===== config.mk =====
export PLATFORM = sky130hd
export DESIGN_NAME = alu_sequencer
export DESIGN_NICKNAME = d
export VERILOG_FILES = /design/src/rtl/alu_sequencer.sv
export SDC_FILE = /design/constraint.sdc
export NUM_CORES = 1
export LEC_CHECK = 0
export BUFFER_PORTS_ARGS = -buffer_cell sky130_fd_sc_hd__buf_2
export CAP_MARGIN = 15
export CELL_PAD_IN_SITES_DETAIL_PLACEMENT = 0
export CELL_PAD_IN_SITES_GLOBAL_PLACEMENT = 1
export CORE_ASPECT_RATIO = 0.9
export CORE_MARGIN = 4
export CORE_UTILIZATION = 40
export CTS_CLUSTER_SIZE = 14
export DETAILED_ROUTE_END_ITERATION = 16
export GPL_ROUTABILITY_DRIVEN = 0
export PLACE_DENSITY_LB_ADDON = 0.1
export SYNTH_ARGS = -nofsm -noshare
export SYNTH_HDL_FRONTEND = slang
export SYNTH_SLANG_ARGS = --single-unit

===== constraint.sdc =====
create_clock -name i_clk -period 1.64 [get_ports i_clk]
set_input_delay 0.082 -clock i_clk [delete_from_list [all_inputs] [get_ports i_clk]]
set_output_delay 0.082 -clock i_clk [all_outputs]
set_load 0.02 [all_outputs]

===== src/rtl/alu_sequencer.sv =====
// Command sequencer in front of the alu block: a 4-entry register file, a one-command-at-a-time
// valid/ready front end, and a held response record with data, carry, zero and error flags.
module alu_sequencer #(
    parameter int N = 8
) (
    input  logic         i_clk,
    input  logic         i_rst,
    input  logic         i_cmd_valid,
    output logic         o_cmd_ready,
    input  logic [2:0]   i_cmd_op,
    input  logic [1:0]   i_cmd_rd,
    input  logic [1:0]   i_cmd_ra,
    input  logic [1:0]   i_cmd_rb,
    input  logic [N-1:0] i_cmd_imm,
    output logic [N-1:0] o_alu_a,
    output logic [N-1:0] o_alu_b,
    output logic [1:0]   o_alu_ctrl,
    input  logic [N-1:0] i_alu_result,
    input  logic         i_alu_carry,
    output logic         o_rsp_valid,
    input  logic         i_rsp_ready,
    output logic [N-1:0] o_rsp_data,
    output logic         o_rsp_carry,
    output logic         o_rsp_zero,
    output logic         o_rsp_err
);

    localparam logic [2:0] OP_ADD = 3'b000;
    localparam logic [2:0] OP_SUB = 3'b001;
    localparam logic [2:0] OP_AND = 3'b010;
    localparam logic [2:0] OP_OR  = 3'b011;
    localparam logic [2:0] OP_LDI = 3'b100;

    typedef enum logic [1:0] {
        IDLE = 2'd0,
        EXEC = 2'd1,
        RESP = 2'd2
    } state_t;

    state_t state_q, state_d;

    logic [N-1:0] regs_q [4];

    logic [2:0]   op_p1;
    logic [1:0]   rd_p1;
    logic [N-1:0] opa_p1;
    logic [N-1:0] opb_p1;

    logic [N-1:0] rsp_data_p2;
    logic         rsp_carry_p2;
    logic         rsp_zero_p2;
    logic         rsp_err_p2;

    logic         cmd_accept;
    logic         cmd_is_alu;
    logic         cmd_is_ldi;
    logic         exec_done;

    function automatic logic zero_flag(input logic [N-1:0] d);
        return (d == '0);
    endfunction

    // Only ADD and SUB produce a meaningful carry; SUB carry is the ALU's no-borrow flag.
    function automatic logic carry_sel(input logic [2:0] op, input logic carry);
        return ((op == OP_ADD) || (op == OP_SUB)) ? carry : 1'b0;
    endfunction

    assign cmd_is_alu = (i_cmd_op == OP_ADD) || (i_cmd_op == OP_SUB) ||
                        (i_cmd_op == OP_AND) || (i_cmd_op == OP_OR);
    assign cmd_is_ldi = (i_cmd_op == OP_LDI);

    always_ff @(posedge i_clk or posedge i_rst) begin
        if (i_rst) begin
            state_q <= IDLE;
        end else begin
            state_q <= state_d;
        end
    end

    always_comb begin
        state_d     = state_q;
        o_cmd_ready = 1'b0;
        o_rsp_valid = 1'b0;
        cmd_accept  = 1'b0;
        exec_done   = 1'b0;
        case (state_q)
            IDLE: begin
                o_cmd_ready = 1'b1;
                if (i_cmd_valid) begin
                    cmd_accept = 1'b1;
                    state_d    = cmd_is_alu ? EXEC : RESP;
                end
            end
            EXEC: begin
                exec_done = 1'b1;
                state_d   = RESP;
            end
            RESP: begin
                o_rsp_valid = 1'b1;
                if (i_rsp_ready) begin
                    state_d = IDLE;
                end
            end
            default: begin
                state_d = IDLE;
            end
        endcase
    end

    // Stage p1: command acceptance latches opcode, destination and both operand reads.
    always_ff @(posedge i_clk or posedge i_rst) begin
        if (i_rst) begin
            op_p1  <= OP_ADD;
            rd_p1  <= 2'd0;
            opa_p1 <= '0;
            opb_p1 <= '0;
        end else if (cmd_accept) begin
            op_p1  <= i_cmd_op;
            rd_p1  <= i_cmd_rd;
            opa_p1 <= regs_q[i_cmd_ra];
            opb_p1 <= regs_q[i_cmd_rb];
        end
    end

    // Register file: LDI writes at acceptance, ALU ops write at the end of EXEC.
    always_ff @(posedge i_clk or posedge i_rst) begin
        if (i_rst) begin
            for (int i = 0; i < 4; i++) begin
                regs_q[i] <= '0;
            end
        end else if (cmd_accept && cmd_is_ldi) begin
            regs_q[i_cmd_rd] <= i_cmd_imm;
        end else if (exec_done) begin
            regs_q[rd_p1] <= i_alu_result;
        end
    end

    // Stage p2: response record, loaded once per command and held through RESP.
    always_ff @(posedge i_clk or posedge i_rst) begin
        if (i_rst) begin
            rsp_data_p2  <= '0;
            rsp_carry_p2 <= 1'b0;
            rsp_zero_p2  <= 1'b0;
            rsp_err_p2   <= 1'b0;
        end else if (cmd_accept && cmd_is_ldi) begin
            rsp_data_p2  <= i_cmd_imm;
            rsp_carry_p2 <= 1'b0;
            rsp_zero_p2  <= zero_flag(i_cmd_imm);
            rsp_err_p2   <= 1'b0;
        end else if (cmd_accept && !cmd_is_alu) begin
            rsp_data_p2  <= '0;
            rsp_carry_p2 <= 1'b0;
            rsp_zero_p2  <= 1'b1;
            rsp_err_p2   <= 1'b1;
        end else if (exec_done) begin
            rsp_data_p2  <= i_alu_result;
            rsp_carry_p2 <= carry_sel(op_p1, i_alu_carry);
            rsp_zero_p2  <= zero_flag(i_alu_result);
            rsp_err_p2   <= 1'b0;
        end
    end

    assign o_alu_a     = opa_p1;
    assign o_alu_b     = opb_p1;
    assign o_alu_ctrl  = op_p1[1:0];
    assign o_rsp_data  = rsp_data_p2;
    assign o_rsp_carry = rsp_carry_p2;
    assign o_rsp_zero  = rsp_zero_p2;
    assign o_rsp_err   = rsp_err_p2;

endmodule


==> summary.log <==
[finish] post-layout net count 446
[timing] TNS Setup 0 ns
[power] leakage dissipation 1.86 nW
[clock_tree] largest buffer count on any clock path 2
[worst_setup_path] maximum fanout count along the critical path 10
[clock_tree] clock net sink count 66
[floorplanning] # rows 34
[drt] initial drt markers 252
[clock_tree] CTS tree done
[finish] non-filler cells in the finished layout 547
[drt] DR vias 3642
[finish] synthesis-to-layout area growth 23.0%
[global_routing] initial antenna violation count 0
[power] switch share 0.382
[yosys] fraction of registers with async set/reset 1.00
[global_routing] maximum number of pins on one net before global-route repair 43
[floorplanning] area of the die 11500 µm²
[yosys] most area-hungry cell type in the Yosys netlist dfrtp_1
[worst_setup_path] critical path arrival 1.80 ns
[yosys] share of Yosys cell area claimed by the top area cell type 0.421
[worst_setup_path] required time worst endpoint 1.87 ns
[power] power share of the combinational group 0.396
[hold_path] worst hold path type in2reg
[outcome] outcome complete, no violations
[global_routing] total congestion overflow after global routing 0
[power] internal power 0.00465 W
[timing] maximum clock frequency 637 MHz
[finish] ratio of cells with drive above 1 in the final layout 0.380
[power] part of the power in the clock network 0.210
[placement] cell total after placement 522
[power] worst vdd ir 572 µV
[global_routing] Total Routing Usage GR 0.240
[yosys] top cells by area in the synthesized netlist dfrtp_1, mux4_2, a311oi_1
[yosys] fraction of the yosys area taken by sequential cells 0.421
[clock_tree] TritonCTS Buffers 9
[timing] transition time at the pin with the least slew margin 0.718 ns
[yosys] count of synthesis-stage warnings from yosys 0
[placement] Post-DP HPWL 8990 µm
[drt] overall routed net length 13300 µm
[yosys] number of storage elements in the synthesis netlist 66
[global_routing] global-route wire length before repair 21200 µm
[drt] DRT antenna net count 0
[finish] final-layout fill cell count 918
[timing] RSZ-0062 raised after global routing yes
[yosys] cell count after synthesis 351
[drt] via density per instance 6.66
[clock_tree] Clock Tree Root clkbuf_8
[power] total power density per cell area 1560 nW/µm²
[clock_tree] count of H-tree levels built during CTS 3
[timing] count of pins over their slew limit 0
[finish] antenna diode instance count 0
[clock_tree] clock transition at the registers of the reported paths 0.08 ns
[timing] number of setup violations in the final report 0
[drt] first-pass iteration count of the detailed router 5
[yosys] net count of the mapped netlist 381
[worst_setup_path] Critical Setup Path Class reg2reg
[power] register share of total power 0.394
[power] switching power summed over all nets 0.00288 W
[drt] per-cell routed wire length 24.3 µm
[floorplanning] die height 102 µm
[floorplanning] area inside the core boundary 9610 µm²
[timing] clock period minus worst slack 1.57 ns
[yosys] post-synthesis instance area 3920 µm²
[yosys] unique cell type count in the Yosys netlist 42
[yosys] syn avg cell area 11.2 µm²
[floorplanning] Horiz. Die Dim 112 µm
[worst_setup_path] Critical Path Start Type register
[finish] fin util 0.502
[placement] count of input and output buffers 60
[timing] headroom to the max-slew limit 0.522
[global_routing] vias in the first global route 3549
[worst_setup_path] Critical Path Sink Type register
[timing] Fin Clk Skew 0.00564 ns
[floorplanning] starting density of the core 0.408
[clock_tree] clock insertion delay at the later pin of the skew report 0.36 ns
[timing] final hold violation count 0
[yosys] top flip-flop cell by instance count after synthesis dfrtp_1
[timing] share of the clock period used by the worst path 0.957
[yosys] number of enable flip-flop cells after synthesis 0
[flow_run] max-cap check violation count 0
[drt] detailed-route DRC error count 0
[floorplanning] # IOs 61
routing by layer:
metal	part of all wire	routed length, µm	vias up	GRT usage
met5	0	0	-	0
met4	0.0069	92	0	0.0499
met3	0.079	1050	8	0.0651
met2	0.46	6050	174	0.359
met1	0.46	6100	1854	0.353
li1	-	-	1606	-
state kept, by name, summed over array words and instances, names as in the netlist:
name and flops:
o_rsp_zero 1, op_p1 3, rd_p1 2, o_rsp_carry 1
o_alu_b 8, o_rsp_data 8, state_q 2, o_alu_a 8
regs_q 32, o_rsp_err 1
worst max-delay path, stage by stage (launching register included):
cell and delay, ns:
dfrtp_2 0.46, nor4bb_4 0.35, buf_12 0.19, a31o_2 0.31
a31oi_1 0.13
cell usage after synthesis, drive strengths merged, types with 2 or more instances:
cell     instances
a21oi            3
a2bb2oi          7
a311oi          32
a31o             4
a31oi           32
buf             29
clkbuf          20
clkinv           2
dfrtp           66
inv              3
mux2            18
mux4            16
nand2            2
nand2b           2
nand3           11
nand4           28
nor2             5
nor2b            3
nor3b            2
nor4             4
nor4bb           3
o2111ai         24
o211ai           8
o21ai           15
or2              2
area by class of cell:
cell class	count	area [µm²]	area share
clock buffers	9	124	0.0257
multi-input cells	231	2020	0.418
clock inverters	7	93.8	0.0194
inverters	5	22.5	0.00467
repair buffers	103	757	0.157
flip-flops and latches	66	1650	0.342
well taps	126	158	0.0327
power by group through the flow:
| stage | registers [W] | logic, W | clock network, W |
|---|---|---|---|
| 3_3_place_gp | 0.00295 | 0.00290 | 0 |
| 4_1_cts | 0.00295 | 0.00296 | 0.00161 |
| 2_1_floorplan | 0.00312 | 0.00171 | 0 |
| 3_5_place_dp | 0.00298 | 0.00294 | 0 |
| 5_1_grt | 0.00305 | 0.00323 | 0.00170 |
| 6_report | 0.00296 | 0.00298 | 0.00158 |
stage by stage:
step                      hold slack [ns]  cell area (µm²)  total power (W)  setup slack [ns]
final                              0.0344             4830          0.00753            0.0713
after global placement              0.195             4490          0.00585            0.0701
after global routing               0.0404             4830          0.00798          -0.00935
after floorplan                     0.148             3930          0.00483            0.0620
after detailed placement            0.205             4490          0.00592            0.0431
after CTS                          0.0340             4770          0.00751            0.0256
cell families after synthesis:
family	count (synthesis)	synth area share
AO/OA/AOI/OAI	128	0.245
AND/OR/NAND/NOR	68	0.118
flip-flops	66	0.421
buffers and inverters	54	0.0702
multiplexers	35	0.146
layout by cell type (no fill, tap or decap), types with 8 or more instances in the layout:
cell / n
mux2_2: 18
a31oi_1: 32
a311oi_1: 32
mux4_2: 16
nand4_1: 28
nand3_1: 11
o2111ai_1: 24
clkbuf_8: 9
o211ai_1: 8
buf_4: 26
buf_2: 60
o21ai_0: 15
dfrtp_1: 65
repair_timing:
action / 4_1_cts / 5_1_grt
endpoints found under the hold margin: 28 / 0
hold buffers: 6 / 0
endpoints found under the setup margin: 0 / 34
buffers inserted: 0 / 3
gates resized for setup: 0 / 7
worst paths after layout:
| kind | start | endpoint | slack [ns] | depth (start not counted) |
|---|---|---|---|---|
| setup reg to reg | state_q[0] | regs_q[7] | 0.07 | 4 |
| hold / removal | i_cmd_op[0] | op_p1[0] | 0.03 | 2 |
| setup / recovery | state_q[0] | regs_q[7] | 0.07 | 4 |
| hold reg to reg | o_alu_b[6] | o_alu_b[6] | 0.51 | 1 |
| min in group asynchronous | i_rst | o_alu_a[7] | 0.35 | 3 |
| max in group asynchronous | i_rst | regs_q[12] | 0.76 | 4 |
(Power assumes the default switching activity.)
